<file path="src/rtl/ysyx_23060332_mem_arb.sv">
`timescale 1ns / 1ps
// ysyx_23060332_mem_arb
//   Shares one memory request/response port between instruction fetch (IFU,
//   read-only) and the load/store path (LSU). One transaction in flight at a
//   time; LSU has priority unless IFU has been passed over STARVE_LIM times.
//
// Ports
//   clk, rst_n                   clock, asynchronous active-low reset
//   ifu_req_* / ifu_rsp_*        fetch request (valid/ready) and 1-cycle response
//   lsu_req_* / lsu_rsp_*        load/store request (valid/ready) and 1-cycle response
//   mem_req_* / mem_rsp_*        downstream memory request and response
//   busy, owner                  transaction in flight; 0=IFU, 1=LSU owns it
//
// Optional feature
//   YSYX_23060332_MEM_ARB_TIMEOUT_EN: response watchdog. After TIMEOUT cycles
//   without completion the owner gets an error response and the arbiter idles.
module ysyx_23060332_mem_arb #(
    parameter int unsigned ADDR_W     = 32,
    parameter int unsigned DATA_W     = 32,
    parameter int unsigned MASK_W     = 8,
    parameter int unsigned STARVE_LIM = 4,
    parameter int unsigned TIMEOUT    = 255
) (
    input  logic              clk,
    input  logic              rst_n,
    input  logic              ifu_req_valid,
    output logic              ifu_req_ready,
    input  logic [ADDR_W-1:0] ifu_addr,
    output logic              ifu_rsp_valid,
    output logic [DATA_W-1:0] ifu_rdata,
    output logic              ifu_rsp_err,
    input  logic              lsu_req_valid,
    output logic              lsu_req_ready,
    input  logic              lsu_wen,
    input  logic [ADDR_W-1:0] lsu_addr,
    input  logic [DATA_W-1:0] lsu_wdata,
    input  logic [MASK_W-1:0] lsu_wmask,
    output logic              lsu_rsp_valid,
    output logic [DATA_W-1:0] lsu_rdata,
    output logic              lsu_rsp_err,
    output logic              mem_req_valid,
    input  logic              mem_req_ready,
    output logic              mem_wen,
    output logic [ADDR_W-1:0] mem_addr,
    output logic [DATA_W-1:0] mem_wdata,
    output logic [MASK_W-1:0] mem_wmask,
    input  logic              mem_rsp_valid,
    input  logic [DATA_W-1:0] mem_rdata,
    input  logic              mem_rsp_err,
    output logic              busy,
    output logic              owner
);

    localparam int unsigned SW = $clog2(STARVE_LIM + 1);
    localparam logic [SW-1:0] StarveMax = SW'(STARVE_LIM);

    typedef enum logic [1:0] {StIdle, StReq, StRsp} state_e;

    state_e            state_q, state_d;
    logic              owner_q, owner_d;
    logic [SW-1:0]     starve_q, starve_d;
    logic [ADDR_W-1:0] addr_q, addr_d;
    logic              wen_q, wen_d;
    logic [DATA_W-1:0] wdata_q, wdata_d;
    logic [MASK_W-1:0] wmask_q, wmask_d;

    logic idle, ifu_win, lsu_win, accept, rsp_fire, timeout, rsp_any;

    assign idle    = (state_q == StIdle);
    assign ifu_win = ifu_req_valid && (!lsu_req_valid || (starve_q == StarveMax));
    assign lsu_win = lsu_req_valid && !ifu_win;
    // Ready lines are combinational from the inputs; gate with rst_n so they
    // stay low while reset is held.
    assign ifu_req_ready = rst_n && idle && ifu_win;
    assign lsu_req_ready = rst_n && idle && lsu_win;
    assign accept        = ifu_req_ready || lsu_req_ready;

    // A response counts in RSP, or in REQ when the slave answers in the
    // handshake cycle itself.
    assign rsp_fire = mem_rsp_valid &&
                      ((state_q == StRsp) || ((state_q == StReq) && mem_req_ready));

`ifdef YSYX_23060332_MEM_ARB_TIMEOUT_EN
    localparam int unsigned TW = $clog2(TIMEOUT + 1);
    localparam logic [TW-1:0] WdMax = TW'(TIMEOUT);
    logic [TW-1:0] wd_q, wd_d;

    always_comb begin
        wd_d = wd_q;
        if (accept) begin
            wd_d = '0;
        end else if (!idle) begin
            wd_d = wd_q + 1'b1;
        end
    end

    always_ff @(posedge clk or negedge rst_n) begin
        if (!rst_n) begin
            wd_q <= '0;
        end else begin
            wd_q <= wd_d;
        end
    end

    // A real completion in the same cycle wins over the watchdog.
    assign timeout = !idle && (wd_q == WdMax) && !rsp_fire;
`else
    logic unused_timeout_cfg;
    assign unused_timeout_cfg = ^TIMEOUT;
    assign timeout = 1'b0;
`endif

    always_comb begin
        state_d  = state_q;
        owner_d  = owner_q;
        starve_d = starve_q;
        addr_d   = addr_q;
        wen_d    = wen_q;
        wdata_d  = wdata_q;
        wmask_d  = wmask_q;
        unique case (state_q)
            StIdle: begin
                if (accept) begin
                    state_d = StReq;
                    owner_d = lsu_req_ready;
                    if (lsu_req_ready) begin
                        addr_d  = lsu_addr;
                        wen_d   = lsu_wen;
                        wdata_d = lsu_wdata;
                        wmask_d = lsu_wmask;
                        // Count only grants that actually passed over a waiting IFU.
                        if (!ifu_req_valid) begin
                            starve_d = '0;
                        end else if (starve_q != StarveMax) begin
                            starve_d = starve_q + 1'b1;
                        end
                    end else begin
                        addr_d   = ifu_addr;
                        wen_d    = 1'b0;
                        wdata_d  = '0;
                        wmask_d  = '0;
                        starve_d = '0;
                    end
                end
            end
            StReq: begin
                if (rsp_fire || timeout) begin
                    state_d = StIdle;
                end else if (mem_req_ready) begin
                    state_d = StRsp;
                end
            end
            StRsp: begin
                if (rsp_fire || timeout) begin
                    state_d = StIdle;
                end
            end
            default: state_d = StIdle;
        endcase
    end

    always_ff @(posedge clk or negedge rst_n) begin
        if (!rst_n) begin
            state_q  <= StIdle;
            owner_q  <= 1'b0;
            starve_q <= '0;
            addr_q   <= '0;
            wen_q    <= 1'b0;
            wdata_q  <= '0;
            wmask_q  <= '0;
        end else begin
            state_q  <= state_d;
            owner_q  <= owner_d;
            starve_q <= starve_d;
            addr_q   <= addr_d;
            wen_q    <= wen_d;
            wdata_q  <= wdata_d;
            wmask_q  <= wmask_d;
        end
    end

    assign rsp_any = rsp_fire || timeout;

    assign ifu_rsp_valid = rsp_any && !owner_q;
    assign ifu_rdata     = (rsp_fire && !owner_q) ? mem_rdata : '0;
    assign ifu_rsp_err   = !owner_q && ((rsp_fire && mem_rsp_err) || timeout);
    assign lsu_rsp_valid = rsp_any && owner_q;
    assign lsu_rdata     = (rsp_fire && owner_q) ? mem_rdata : '0;
    assign lsu_rsp_err   = owner_q && ((rsp_fire && mem_rsp_err) || timeout);

    assign mem_req_valid = (state_q == StReq) && !timeout;
    assign mem_wen       = wen_q;
    assign mem_addr      = addr_q;
    assign mem_wdata     = wdata_q;
    assign mem_wmask     = wmask_q;

    assign busy  = !idle;
    assign owner = owner_q;

endmodule

</file>
<file path="config.mk">
export PLATFORM = sky130hd
export DESIGN_NAME = ysyx_23060332_mem_arb
export DESIGN_NICKNAME = d
export VERILOG_FILES = /design/src/rtl/ysyx_23060332_mem_arb.sv
export SDC_FILE = /design/constraint.sdc
export NUM_CORES = 1
export LEC_CHECK = 0
export CORE_AREA = 2 2 112 114
export DETAILED_ROUTE_END_ITERATION = 12
export DIE_AREA = 0 0 114 116
export DONT_BUFFER_PORTS = 1
export PLACE_DENSITY = 0.49
export SLEW_MARGIN = 20
export SYNTH_ARGS = -nofsm -noshare
export SYNTH_HDL_FRONTEND = slang
export SYNTH_SLANG_ARGS = --single-unit
export TNS_END_PERCENT = 1
</file>
<file path="constraint.sdc">
create_clock -name clk -period 5.1 [get_ports clk]
set_input_delay 1.53 -clock clk [delete_from_list [all_inputs] [get_ports clk]]
set_output_delay 1.53 -clock clk [all_outputs]
set_load 0.01 [all_outputs]
</file>
==> summary.md <==
| Metric | Value |
|---|---|
| Clock Tree Buf Depth | `2` |
| Post-CTS sizing | `0` |
| Clock root buffer | `clkbuf_16` |
| Status | `completed` |
| Worst slew pin tran | `about 820 ps` |
| Final Hold Viols | `0` |
| Flops & latches, synth | `79` |
| P_sw | `0.000645 W` |
| Yosys warns | `0` |
| WP data arrival | `around 2400 ps` |
| Hold_ws | `between 500 and 600 ps` |
| RePlAce Congestion | `about 0.75` |
| Avg Vias per Cell | `between 5 and 6` |
| Initial antenna violation count | `0` |
| Pwr Density | `between 500 and 600 nW/µm²` |
| Min-Delay Path Class | `reg -> reg` |
| Synth-to-Final Area Change | `10.0%` |
| TritonCTS Sinks | `between 70 and 80` |
| Die area | `13200 µm²` |
| N_diodes | `0` |
| Max VDD drop | `~0.00013 V` |
| Worst skew pair latency | `330 ps` |
| WP buf/inv | `1` |
| H-Tree Level Count | `3` |
| Layout cells sized above 1 | `8.52%` |
| First-pass iteration count of the detailed router | `4` |
| Post-Syn Instances | `between 300 and 400` |
| R2R cell count | `5` |
| WL/cell | `around 22 µm` |
| IO Port Bufs | `0` |
| Reg power frac | `51.0%` |
| Top cells by area, synth | `dfrtp_1 (53%), and2_1 (11%), a22o_1 (9.7%)` |
| Crit path max fanout | `34` |
| Pin count of the biggest net entering global routing | `82` |
| Endpoint type of the worst setup path | `output port` |
| Max-slew violations | `0` |
| Worst-path clk slew | `about 50 ps` |
| Nets | `447` |
| Largest stage delay, worst path | `a little under 300 ps` |
| Post-CTS setup buffer count | `0` |
| Post-placement cell area | `3780 µm²` |
| FMAX | `0.252 GHz` |
| Cell count of the worst hold path | `1` |
| Critical path depth in cells | `4` |
| Syn nets | `458` |
| Die Height | `between 100 and 150 µm` |
| Max Clock Skew | `about 4.8 ps` |
| Final non-filler cell area | `just over 4000 µm²` |
| Die W | `between 100 and 150 µm` |
| RSZ-0062 raised after global routing | `no` |
| Global-route wire length before repair | `~14000 µm` |
| Leak | `about 1.8 nW` |
| FP Rows | `40` |
| CTS Buf Count | `9` |
| Max_slew headroom | `~45%` |
| Yosys top cell area share | `between 50% and 60%` |
| # hold bufs at CTS | `0` |
| CTS tree | `yes` |
| GRT Total Usage | `between 10 and 15%` |
| Core area | `around 12000 µm²` |
| GRT overflow | `0` |
| Syn Std Cell Area | `approximately 3700 µm²` |
| Dpl hpwl | `between 6000 and 7000 µm` |
| Required @ worst endpoint | `about 3600 ps` |
| Finish-stage setup viols | `0` |
| CP Launch Type | `input pin` |
| CP cell instances | `nand3b_1 > a211oi_2 > buf_4 > and2_1` |
| Slowest-stage cell, CP | `buf_4` |
| Yosys top cell by area | `dfrtp_1` |
| Crit share post-route | `~78%` |
| Setup CP Type | `in -> out` |
| P_int | `0.00140 W` |
| Synth cell types | `28` |
| Fin crit period | `3970 ps` |
| Detail Route Antenna Nets | `0` |
| IO Count | `290` |
| Number of max-cap violations | `0` |
| Clock network fraction of total power | `approximately 31%` |
| DRC viols | `0` |
| Total Wirelength | `about 10000 µm` |
| Setup TNS | `0 ps` |
| Avg Cell Area, Syn | `roughly 12 µm²` |
| Switching Fraction | `approximately a third` |
| Vias | `between 2000 and 3000` |
| Family with the most delay on the worst path | `simple AND/OR/NAND/NOR gates` |
| Sequential-to-total area share from yosys stat | `53.4%` |
| DRT iter0 DRCs | `around 150` |
| Starting Density | `between 30% and 40%` |
| Vias in the first global route | `~2400` |
| Power share of the combinational group | `between 10% and 20%` |
==> routing by layer <==
metal / track usage (%) / vias to the layer above / routed length, µm
met5: 0 / - / 0
met4: 8.29 / 0 / 313
met3: 5.23 / 22 / 926
met2: 21.3 / 163 / 4810
met1: 17.0 / 1284 / 3950
li1: - / 1131 / -
==> final timing paths <==
path / start / endpoint / slack [ps]
setup / recovery: mem_req_ready / lsu_rdata[3] / 1130
hold / removal: starve_q[1] / starve_q[1] / 520
setup reg to reg: state_q[0] / mem_addr[12] / 2710
hold reg to reg: starve_q[1] / starve_q[1] / 520
max in group asynchronous: rst_n / starve_q[2] / 4100
min in group asynchronous: rst_n / mem_addr[8] / 890
==> worst reg2reg max path: cells and delay by family, from the launching register on <==
kind | cells | cell delay (ps)
flip-flops | 1 | 430
AND/OR/NAND/NOR | 2 | 520
buffers and inverters | 2 | 1010
AO/OA/AOI/OAI | 1 | 360
==> per-stage QoR <==
step | power (W) | std cells | util, % | setup slack (ps)
final | 0.00204 | 452 | 34.2 | 1130
after global routing | 0.00216 | 452 | 34.2 | 1050
after CTS | 0.00208 | 452 | 34.2 | 1130
after detailed placement | 0.00143 | 437 | 31.8 | 1140
after global placement | 0.00143 | 437 | 31.8 | 1150
after floorplan | 0.00133 | 312 | - | 1100
==> power by group through the flow <==
stage,combinational (W),sequential [W],clock (W)
after floorplan,0.000329,0.00100,0
after global placement,0.000369,0.00106,0
after detailed placement,0.000380,0.00105,0
after CTS,0.000381,0.00105,0.000648
after global routing,0.000418,0.00106,0.000678
final,0.000377,0.00104,0.000624
==> state kept, by name, indices dropped and copies added, names as in the netlist <==
signal     flops
mem_addr      32
mem_wdata     32
mem_wmask      8
starve_q       3
state_q        2
mem_wen        1
owner          1
==> synth_stat cells <==
| master | count |
|---|---|
| dfrtp_1 | 79 |
| and2_1 | 66 |
| a22o_1 | 41 |
| a21boi_0 | 32 |
| a221o_1 | 32 |
| clkbuf_1 | 15 |
| buf_2 | 9 |
| inv_1 | 6 |
| buf_6 | 5 |
| nand2_1 | 4 |
| a21oi_1 | 3 |
| a211oi_2 | 2 |
| ha_1 | 2 |
| nand2b_1 | 2 |
| a211oi_4 | 1 |
| a31o_1 | 1 |
| a31oi_1 | 1 |
| a32o_1 | 1 |
| and3_1 | 1 |
| nand3_1 | 1 |
| nand3b_1 | 1 |
| nor2_1 | 1 |
| nor3b_1 | 1 |
| nor3b_4 | 1 |
| o21ai_0 | 1 |
| o2bb2ai_1 | 1 |
| or2_1 | 1 |
| or2_2 | 1 |
==> cell type report <==
type	instances	area [µm²]
Multi-Input combinational cell	198	1550
Inverter	6	22.5
Sequential cell	79	1980
Clock inverter	3	43.8
Tap cell	147	184
Clock buffer	12	246
Fill cell	1182	7840
Timing Repair Buffer	7	52.6
==> placed cells by master, fill, tap and decap left out, types with 3 or more instances in the layout <==
cell       netlist  layout
clkbuf_16        0       9
nand2_1          4       4
dfrtp_1         79      79
a221o_1         32      32
buf_4            0       7
a21oi_1          3       3
and2_1          66      66
inv_1            6       6
a21boi_0        32      32
a22o_1          41      41
==> cell families after synthesis <==
group	share of synthesized area, %
AO/OA/AOI/OAI	27.5
AND/OR/NAND/NOR	13.6
flip-flops	53.4
buffers and inverters	4.87
adder cells (fa/ha/maj)	0.676
No activity file was read; power rests on OpenSTA's default activity.
